`config.mk`:
```
export PLATFORM = sky130hd
export DESIGN_NAME = frame_sequencer
export DESIGN_NICKNAME = d
export VERILOG_FILES = /design/src/rtl/frame_pkg.sv /design/src/rtl/frame_transform.sv /design/src/rtl/frame_sequencer.sv
export SDC_FILE = /design/constraint.sdc
export NUM_CORES = 1
export LEC_CHECK = 0
export BUFFER_PORTS_ARGS = -buffer_cell sky130_fd_sc_hd__buf_2
export CAP_MARGIN = 20
export CORE_UTILIZATION = 55
export CTS_CLUSTER_DIAMETER = 40
export DETAILED_ROUTE_END_ITERATION = 16
export GPL_TIMING_DRIVEN = 0
export HOLD_SLACK_MARGIN = 0.05
export PLACE_DENSITY = 0.75
export SETUP_SLACK_MARGIN = 0.1
export SLEW_MARGIN = 10
export SYNTH_ARGS = -nofsm -noshare
export SYNTH_HDL_FRONTEND = slang
export SYNTH_SLANG_ARGS = --single-unit
```
`constraint.sdc`:
```
create_clock -name clk -period 8.1 [get_ports clk]
set_clock_uncertainty 0.1 [all_clocks]
set_input_delay 0.81 -clock clk [delete_from_list [all_inputs] [get_ports clk]]
set_output_delay 0.81 -clock clk [all_outputs]
set_load 0.03 [all_outputs]
```
`src/rtl/frame_pkg.sv`:
```
// Shared definitions for the display frame sequencer: effect modes, scan limits
// and control-register field positions.
package frame_pkg;

  typedef enum logic [1:0] {
    MODE_STATIC   = 2'd0,
    MODE_SCROLL_L = 2'd1,
    MODE_SCROLL_U = 2'd2,
    MODE_BLINK    = 2'd3
  } mode_e;

  localparam logic [5:0] CHARLIE_LAST = 6'd63;

  localparam int CTRL_MODE_LSB   = 0;
  localparam int CTRL_INVERT_BIT = 2;
  localparam int CTRL_FREEZE_BIT = 3;
  localparam int CTRL_SPEED_LSB  = 4;

endpackage

```
`src/rtl/frame_transform.sv`:
```
// Combinational effect stage: scroll/blink/invert applied to the active frame.
// Row r lives in bits [8r+7:8r]; pixel (r,c) is therefore bit index {r,c}.
module frame_transform
  import frame_pkg::*;
(
  input  logic [63:0] active,
  input  mode_e       mode,
  input  logic [2:0]  offset,
  input  logic        blink_phase,
  input  logic        invert,
  output logic [63:0] frame
);

  genvar gi, gj;
  generate
    for (gi = 0; gi < 8; gi++) begin : g_row
      for (gj = 0; gj < 8; gj++) begin : g_col
        localparam logic [2:0] ROW = 3'(gi);
        localparam logic [2:0] COL = 3'(gj);
        logic [2:0] col_l;
        logic [2:0] row_u;
        logic       px;

        // 3-bit sums wrap mod 8 for free
        assign col_l = COL + offset;
        assign row_u = ROW + offset;

        always_comb begin
          px = active[{ROW, COL}];
          case (mode)
            MODE_SCROLL_L: px = active[{ROW, col_l}];
            MODE_SCROLL_U: px = active[{row_u, COL}];
            MODE_BLINK:    px = active[{ROW, COL}] & ~blink_phase;
            default:       px = active[{ROW, COL}];
          endcase
        end

        assign frame[gi*8+gj] = px ^ invert;
      end
    end
  endgenerate

endmodule

```
`src/rtl/frame_sequencer.sv`:
```
// Tear-free frame sequencer: buffers SPI commits, promotes them only on the
// 63->0 scan wrap, steps display effects per frame and registers the result.
module frame_sequencer
  import frame_pkg::*;
#(
  parameter int SPEED_W = 4
) (
  input  logic        clk,
  input  logic        rst_n,
  input  logic [63:0] shadow_frame,
  input  logic        commit,
  input  logic [7:0]  ctrl,
  input  logic [5:0]  charlie_index,
  output logic [63:0] frame_out,
  output logic        frame_tick,
  output logic        pending,
  output logic [7:0]  status
);

  logic [5:0]         prev_index_q;
  logic [63:0]        active_q, active_d;
  logic [63:0]        pend_buf_q, pend_buf_d;
  logic               pending_q, pending_d;
  mode_e              mode_q, mode_d;
  logic [SPEED_W-1:0] speed_q, speed_d;
  logic               invert_q, invert_d;
  logic [2:0]         offset_q, offset_d;
  logic [SPEED_W-1:0] frame_cnt_q, frame_cnt_d;
  logic               blink_phase_q, blink_phase_d;
  logic               frame_tick_q;
  logic [63:0]        frame_out_q;
  logic [63:0]        xform_frame;

  logic               boundary;
  mode_e              ctrl_mode;
  logic [SPEED_W-1:0] ctrl_speed;

  assign boundary   = (charlie_index == 6'd0) && (prev_index_q == CHARLIE_LAST);
  assign ctrl_mode  = mode_e'(ctrl[CTRL_MODE_LSB +: 2]);
  assign ctrl_speed = ctrl[CTRL_SPEED_LSB +: SPEED_W];

  always_comb begin
    active_d      = active_q;
    pend_buf_d    = pend_buf_q;
    pending_d     = pending_q;
    mode_d        = mode_q;
    speed_d       = speed_q;
    invert_d      = invert_q;
    offset_d      = offset_q;
    frame_cnt_d   = frame_cnt_q;
    blink_phase_d = blink_phase_q;

    if (boundary) begin
      // A commit landing on the boundary itself bypasses the pending buffer
      if (commit) begin
        active_d = shadow_frame;
      end else if (pending_q) begin
        active_d = pend_buf_q;
      end
      pending_d = 1'b0;

      mode_d   = ctrl_mode;
      speed_d  = ctrl_speed;
      invert_d = ctrl[CTRL_INVERT_BIT];
      if (ctrl_mode != mode_q) begin
        offset_d      = 3'd0;
        frame_cnt_d   = '0;
        blink_phase_d = 1'b0;
      end

      if (!ctrl[CTRL_FREEZE_BIT]) begin
        if (frame_cnt_d == speed_d) begin
          frame_cnt_d = '0;
          case (mode_d)
            MODE_SCROLL_L, MODE_SCROLL_U: offset_d = offset_d + 3'd1;
            MODE_BLINK:                   blink_phase_d = ~blink_phase_d;
            default:                      ;
          endcase
        end else begin
          frame_cnt_d = frame_cnt_d + 1'b1;
        end
      end
    end else if (commit) begin
      pend_buf_d = shadow_frame;
      pending_d  = 1'b1;
    end
  end

  frame_transform u_transform (
    .active      (active_q),
    .mode        (mode_q),
    .offset      (offset_q),
    .blink_phase (blink_phase_q),
    .invert      (invert_q),
    .frame       (xform_frame)
  );

  always_ff @(posedge clk or negedge rst_n) begin
    if (!rst_n) begin
      prev_index_q  <= 6'd0;
      active_q      <= '0;
      pend_buf_q    <= '0;
      pending_q     <= 1'b0;
      mode_q        <= MODE_STATIC;
      speed_q       <= '0;
      invert_q      <= 1'b0;
      offset_q      <= 3'd0;
      frame_cnt_q   <= '0;
      blink_phase_q <= 1'b0;
      frame_tick_q  <= 1'b0;
      frame_out_q   <= '0;
    end else begin
      prev_index_q  <= charlie_index;
      active_q      <= active_d;
      pend_buf_q    <= pend_buf_d;
      pending_q     <= pending_d;
      mode_q        <= mode_d;
      speed_q       <= speed_d;
      invert_q      <= invert_d;
      offset_q      <= offset_d;
      frame_cnt_q   <= frame_cnt_d;
      blink_phase_q <= blink_phase_d;
      frame_tick_q  <= boundary;
      frame_out_q   <= xform_frame;
    end
  end

  assign frame_out  = frame_out_q;
  assign frame_tick = frame_tick_q;
  assign pending    = pending_q;
  assign status     = {pending_q, blink_phase_q, mode_q, 1'b0, offset_q};

endmodule

```
After elaboration in Yosys (flattened, before gate mapping). Cells that the tools add are included.

Bits of input ports: 81. Word-level logic and storage cells: 633. Bits in registers: 211.

Mux-type cells: 338. Equality and inequality tests: 9. Bitwise logic cells: 131. Add/sub/neg operators: 9. Reductions and logical operators: 7. $lt $le $gt $ge: 128.

Operators by type and width (number): $lt A6 B7 Y1 const B (96); $bmux W1 S3 (128); $pmux W1 S3 (64); $mux W1 (135); $mux W64 (2); $lt A5 B7 Y1 const B (16); $and A1 B1 Y1 (64); $xor A1 B1 Y1 (64); $lt A3 B7 Y1 const B (8); $lt A4 B7 Y1 const B (8); $mux W4 (4); $mux W3 (5); $add A3 B3 Y3 const A (4); $eq A2 B2 Y1 const B (4); $add A2 B3 Y3 const A (2); $eq A6 B6 Y1 const B (1); $logic_not A6 Y1 (1); $add A4 B1 Y4 const B (1); $eq A2 B1 Y1 const B (2); $eq A4 B4 Y1 (1); $reduce_and A2 Y1 (2); $reduce_bool A2 Y1 (2); $add A1 B3 Y3 const A (1); $add A3 B1 Y3 const B (1); other kinds (4) (6).

Depth between registers and ports, before layout.
Depth after elaboration: 7. Gate-level depth with buffers: 14. Mapped depth without buffers: 8.

Cells and area by module. From an unflattened synthesis, not the netlist that was laid out.

Cell total of the unflattened synthesis: 1272. Area total of the unflattened synthesis: 14425.1 sq um.

By module, submodules not included: frame_sequencer (instances 1, cells an instance 591, area an instance 7937.6 sq um, sequential area each 5280.1 sq um); frame_transform (instances 1, cells an instance 681, area an instance 6487.5 sq um, sequential area each 0.0 sq um).

Least setup slack after synthesis. No wires, ideal clock.

Kind: register to register. From: register offset_q[0]. To: register frame_out_q[49], in the netlist frame_out[49]. Clock period less this slack: 3211 ps. Slack: 4889 ps. Data arrival time: 2967 ps. Data required time: 7856 ps. Cell stages (with the launch flop): 15. Cells stage by stage: dfrtp_1 > buf_6 > buf_6 > buf_4 > buf_4 > inv_1 > ha_1 > buf_4 > buf_4 > buf_2 > mux4_2 > nor2_1 > nor3_1 > a221oi_1 > xnor2_1.

Cells in the longest elaborated chain, start to end: 5.

Ends and longest elaborated chain: start: declaration (line frame_sequencer.sv:27) `logic [2:0] offset_q, offset_d;`; start signal: assignment (line frame_sequencer.sv:120) `offset_q <= offset_d;`; $add A3 B3 Y3 / $add A1 B3 Y3 (equally long branches) (line frame_transform.sv:26, frame_transform.sv:25); $bmux W1 S3, on equally long branches (line frame_transform.sv:32, frame_transform.sv:31); $mux W1, on equally long branches (line frame_transform.sv:32, frame_transform.sv:31); $pmux W1 S3 (*) (line frame_transform.sv:30) `case (mode)`; $xor A1 B1 Y1 (*) (line frame_transform.sv:38) `assign frame[gi*8+gj] = px ^ invert;`; net u_transform.frame[49] (line frame_transform.sv:11) `output logic [63:0] frame`; end signal: assignment (line frame_sequencer.sv:124) `frame_out_q <= xform_frame;`; end: declaration (line frame_sequencer.sv:31) `logic [63:0] frame_out_q;`.

The timed path passes the listed nets; every way through them passes the cells marked *. The select of a mux whose other input is x is not followed. A chain may end at the register's enable or synchronous reset.

Final worst setup path.
From: register offset_q[0]. To: register frame_out_q[41], in the netlist frame_out[41].

Same word-level chain as after synthesis.

==> summary.txt <==
Outcome
  • Outcome: finished clean

Drt
  • Via Count: 12,600
  • Routed vias/inst: 6.884
  • Post-route met1 wirelength: 20,930 um
  • DRC: 0
  • Router iterations before antenna repair: 6
  • Wire length on met3: 7364 um
  • Antenna Nets Post-Route: 0
  • Final WL: 55,920 um
  • Max Used Layer: met4
  • Avg WL per Cell: 30.56 um
  • Initial DRC Count: 1,795
  • DR WL met2: 23,790 um

Power and ir drop
  • Psw: 1156 uW
  • Switching share of total power: 0.3411
  • Power density over cell area: 206.8 nW/um^2
  • Clk network pwr share: 0.368
  • Peak VDD IR: 0.0002253 V
  • Share of power burned in combinational logic: 0.273
  • Leakage: 0.007471 uW
  • Flop pwr share: 0.359
  • Pint: 2233 uW

Layout
  • Leading cell type in the layout, fill and taps excluded: dfrtp_1
  • Nets@finish: 1,561
  • Multi-input combinational cell area: 8090 sq um
  • Fillers: 1,982
  • Share of cells above drive strength 1: 0.2979
  • Register area: 5280 sq um
  • Post-route cell area: 16,390 sq um
  • Fin cells: 1,830
  • Most frequent cells in the layout: 211 x dfrtp_1, 197 x nor2_1, 180 x buf_2
  • Area grow syn2layout: 15.31%

Yosys
  • Synthesis Warnings: 0
  • Synthesized net count: 1,377
  • Post-synthesis register bit count: 211
  • Distinct cells, synth: 70
  • Sequential area share after synthesis: 0.3716
  • Leading register cell type out of synthesis: dfrtp_1
  • Syn Area/Cell: 11.00 sq um
  • Mapped Area: 14,210 sq um
  • Cells after Synth: 1,292
  • EDFF count, synth: 0
  • Async S/R FF share, synth: 1.000

Clock network
  • Clk slew on worst S/H paths: 0.06 ns
  • CTS Buf Count: 28
  • Max Buffers Root-to-Sink: 3
  • CTS sink cnt: 211
  • Worst skew pair latency: 0.56 ns
  • Post CTS Setup Buffer Count: 0
  • Post-cts sizing count: 0
  • CTS tree: yes
  • H-tree depth: 1
  • Root Buffer: clkbuf_16
  • CTS Hold Buffers Added: 0

Critical path
  • Crit end category: flip-flop
  • Crit path arrival time: 4.49 ns
  • Required time worst endpoint: 8.40 ns
  • Most frequent CP cell: buf_4
  • Worst path max stage delay: 0.66 ns
  • Worst-path cell chain: buf_6, buf_6, buf_4, buf_4, inv_1, ha_1, buf_4, buf_4, buf_2, mux4_2, nand2_1, nand4_1, a22oi_1, xnor2_1
  • Slowest cell on the critical path: a22oi_1
  • Setup CP Type: flip-flop to flip-flop
  • Crit start category: flip-flop
  • CP max FO: 10

Global routing
  • First-pass GRT wire length: 81,770 um
  • Largest net degree at the start of global routing: 114
  • Vias in the first global route: 12,510
  • Congestion Overflow GR: 0
  • Initial antenna violation count: 1
  • Total track usage: 0.4306

Timing
  • Final hold viol count: 0
  • Slew headroom: 0.2944
  • FMAX: 238.9 MHz
  • Clock period minus final worst setup slack: 4.187 ns
  • Max-slew violation count: 0
  • Least-Margin Pin Slew: 1.058 ns
  • Fin crit share: 0.5169
  • Setup repair after global routing missed its margin: false
  • Final setup TNS: 0 ns
  • Endpoints failing setup: 0

Die
  • # rows: 58
  • Starting density of the core: 0.5627
  • Die width: 162.7 um
  • Area of the core: 25,250 sq um
  • Die Footprint: 26,480 sq um
  • Die Y: 162.7 um
  • Io pins: 155

Place
  • Placed Area: 15,430 sq um
  • Dpl hpwl: 40,330 um
  • Final GP Congestion: 1.080
  • I/O Buffers: 153
  • DP Cell Count: 1,776

Run
  • Number of max-cap violations: 0

Min path
  • Worst min path class: input pin to async pin
registers in the layout, summed over array words and instances, names as in the netlist:
name and cells:
active_q 64, blink_phase_q 1, frame_cnt_q 4, frame_out 64
frame_tick 1, invert_q 1, mode_q 2, offset_q 3
pend_buf_q 64, pending 1, prev_index_q 6
worst paths after layout:
check | start | to | slack [ns] | cells past startpoint
setup / recovery | offset_q[0] | frame_out[41] | 3.91 | 14
setup reg to reg | offset_q[0] | frame_out[41] | 3.91 | 14
max in group asynchronous | rst_n | active_q[20] | 6.70 | 2
min in group clk | charlie_index[3] | prev_index_q[3] | 0.27 | 1
hold reg to reg | pend_buf_q[34] | pend_buf_q[34] | 0.39 | 1
hold / removal | rst_n | frame_out[22] | 0.15 | 1
area by class of cell:
cell class              instances  share of cell area
flip-flops and latches        211              0.3222
clock buffers                  35             0.04750
multi-input cells             952              0.4937
diodes                          3           0.0004582
well taps                     330             0.02520
repair buffers                154             0.04902
clock inverters                16             0.01061
inverters                      10            0.002291
plain buffers                 119             0.04895
Yosys cell counts (all sizes together) (3+ instances only):
cell	instances	share of area
xor2	9	0.0087
nor3	25	0.0088
o32ai	24	0.015
and3	4	0.0021
nor2	197	0.052
mux4	101	0.16
nand2	75	0.020
mux2i	114	0.080
dfrtp	211	0.37
nand3	13	0.0046
nand4	14	0.0066
a221oi	28	0.019
a211oi	11	0.0058
and2	3	0.0013
ha	4	0.0035
xnor2	66	0.043
buf	72	0.038
a21oi	104	0.037
a22oi	11	0.0058
clkbuf	47	0.018
nor2b	5	0.0022
a31oi	8	0.0035
inv	10	0.0026
mux2	75	0.059
o21ai	31	0.011
power groups by stage:
stage / registers, uW / clock network (uW) / logic, uW
2_1_floorplan: 1340 / 0 / 486
6_report: 1220 / 1250 / 924
3_3_place_gp: 1230 / 0 / 892
4_1_cts: 1210 / 1250 / 905
3_5_place_dp: 1230 / 0 / 902
5_1_grt: 1220 / 1300 / 975
per-stage QoR:
| step | worst slack (ns) | util | power [uW] | hold slack, ns |
|---|---|---|---|---|
| after detailed placement | 4.072 | 0.6108 | 2133 | 0.3809 |
| after floorplan | 4.889 | - | 1822 | 0.3635 |
| final | 3.913 | 0.6488 | 3389 | 0.1475 |
| after global placement | 2.785 | 0.6093 | 2118 | 0.3724 |
| after CTS | 4.057 | 0.6485 | 3368 | 0.2088 |
| after global routing | 3.820 | 0.6485 | 3493 | 0.2431 |
worst max-delay path, delay by kind of cell, from the launching register on:
family / cells / cell delay [ns]
xor+xnor: 1 / 0.14
mux: 1 / 0.34
simple gates: 2 / 0.21
buf+inv: 8 / 1.84
flops: 1 / 0.42
fa+ha+maj: 1 / 0.29
compound gates: 1 / 0.66
routing by layer:
| metal | vias to the layer above | track usage |
|---|---|---|
| met1 | 6194 | 0.5666 |
| met2 | 947 | 0.6217 |
| met5 | - | 0 |
| li1 | 5176 | - |
| met4 | 0 | 0.2536 |
| met3 | 281 | 0.1390 |
cells by family (layout without fill, tap and decap cells):
kind of cell,count (synthesis),in the layout,share of synthesized area
other,1,4,0.0002639
AOI/OAI and AO/OA,233,233,0.1073
xor gates and xnor gates,75,75,0.05151
and+or+nand+nor,349,349,0.1043
muxes,290,290,0.3025
buffers and inverters,129,334,0.05908
adders and majority gates,4,4,0.003522
DFF,211,211,0.3716
No activity file was read; power rests on OpenSTA's default activity.
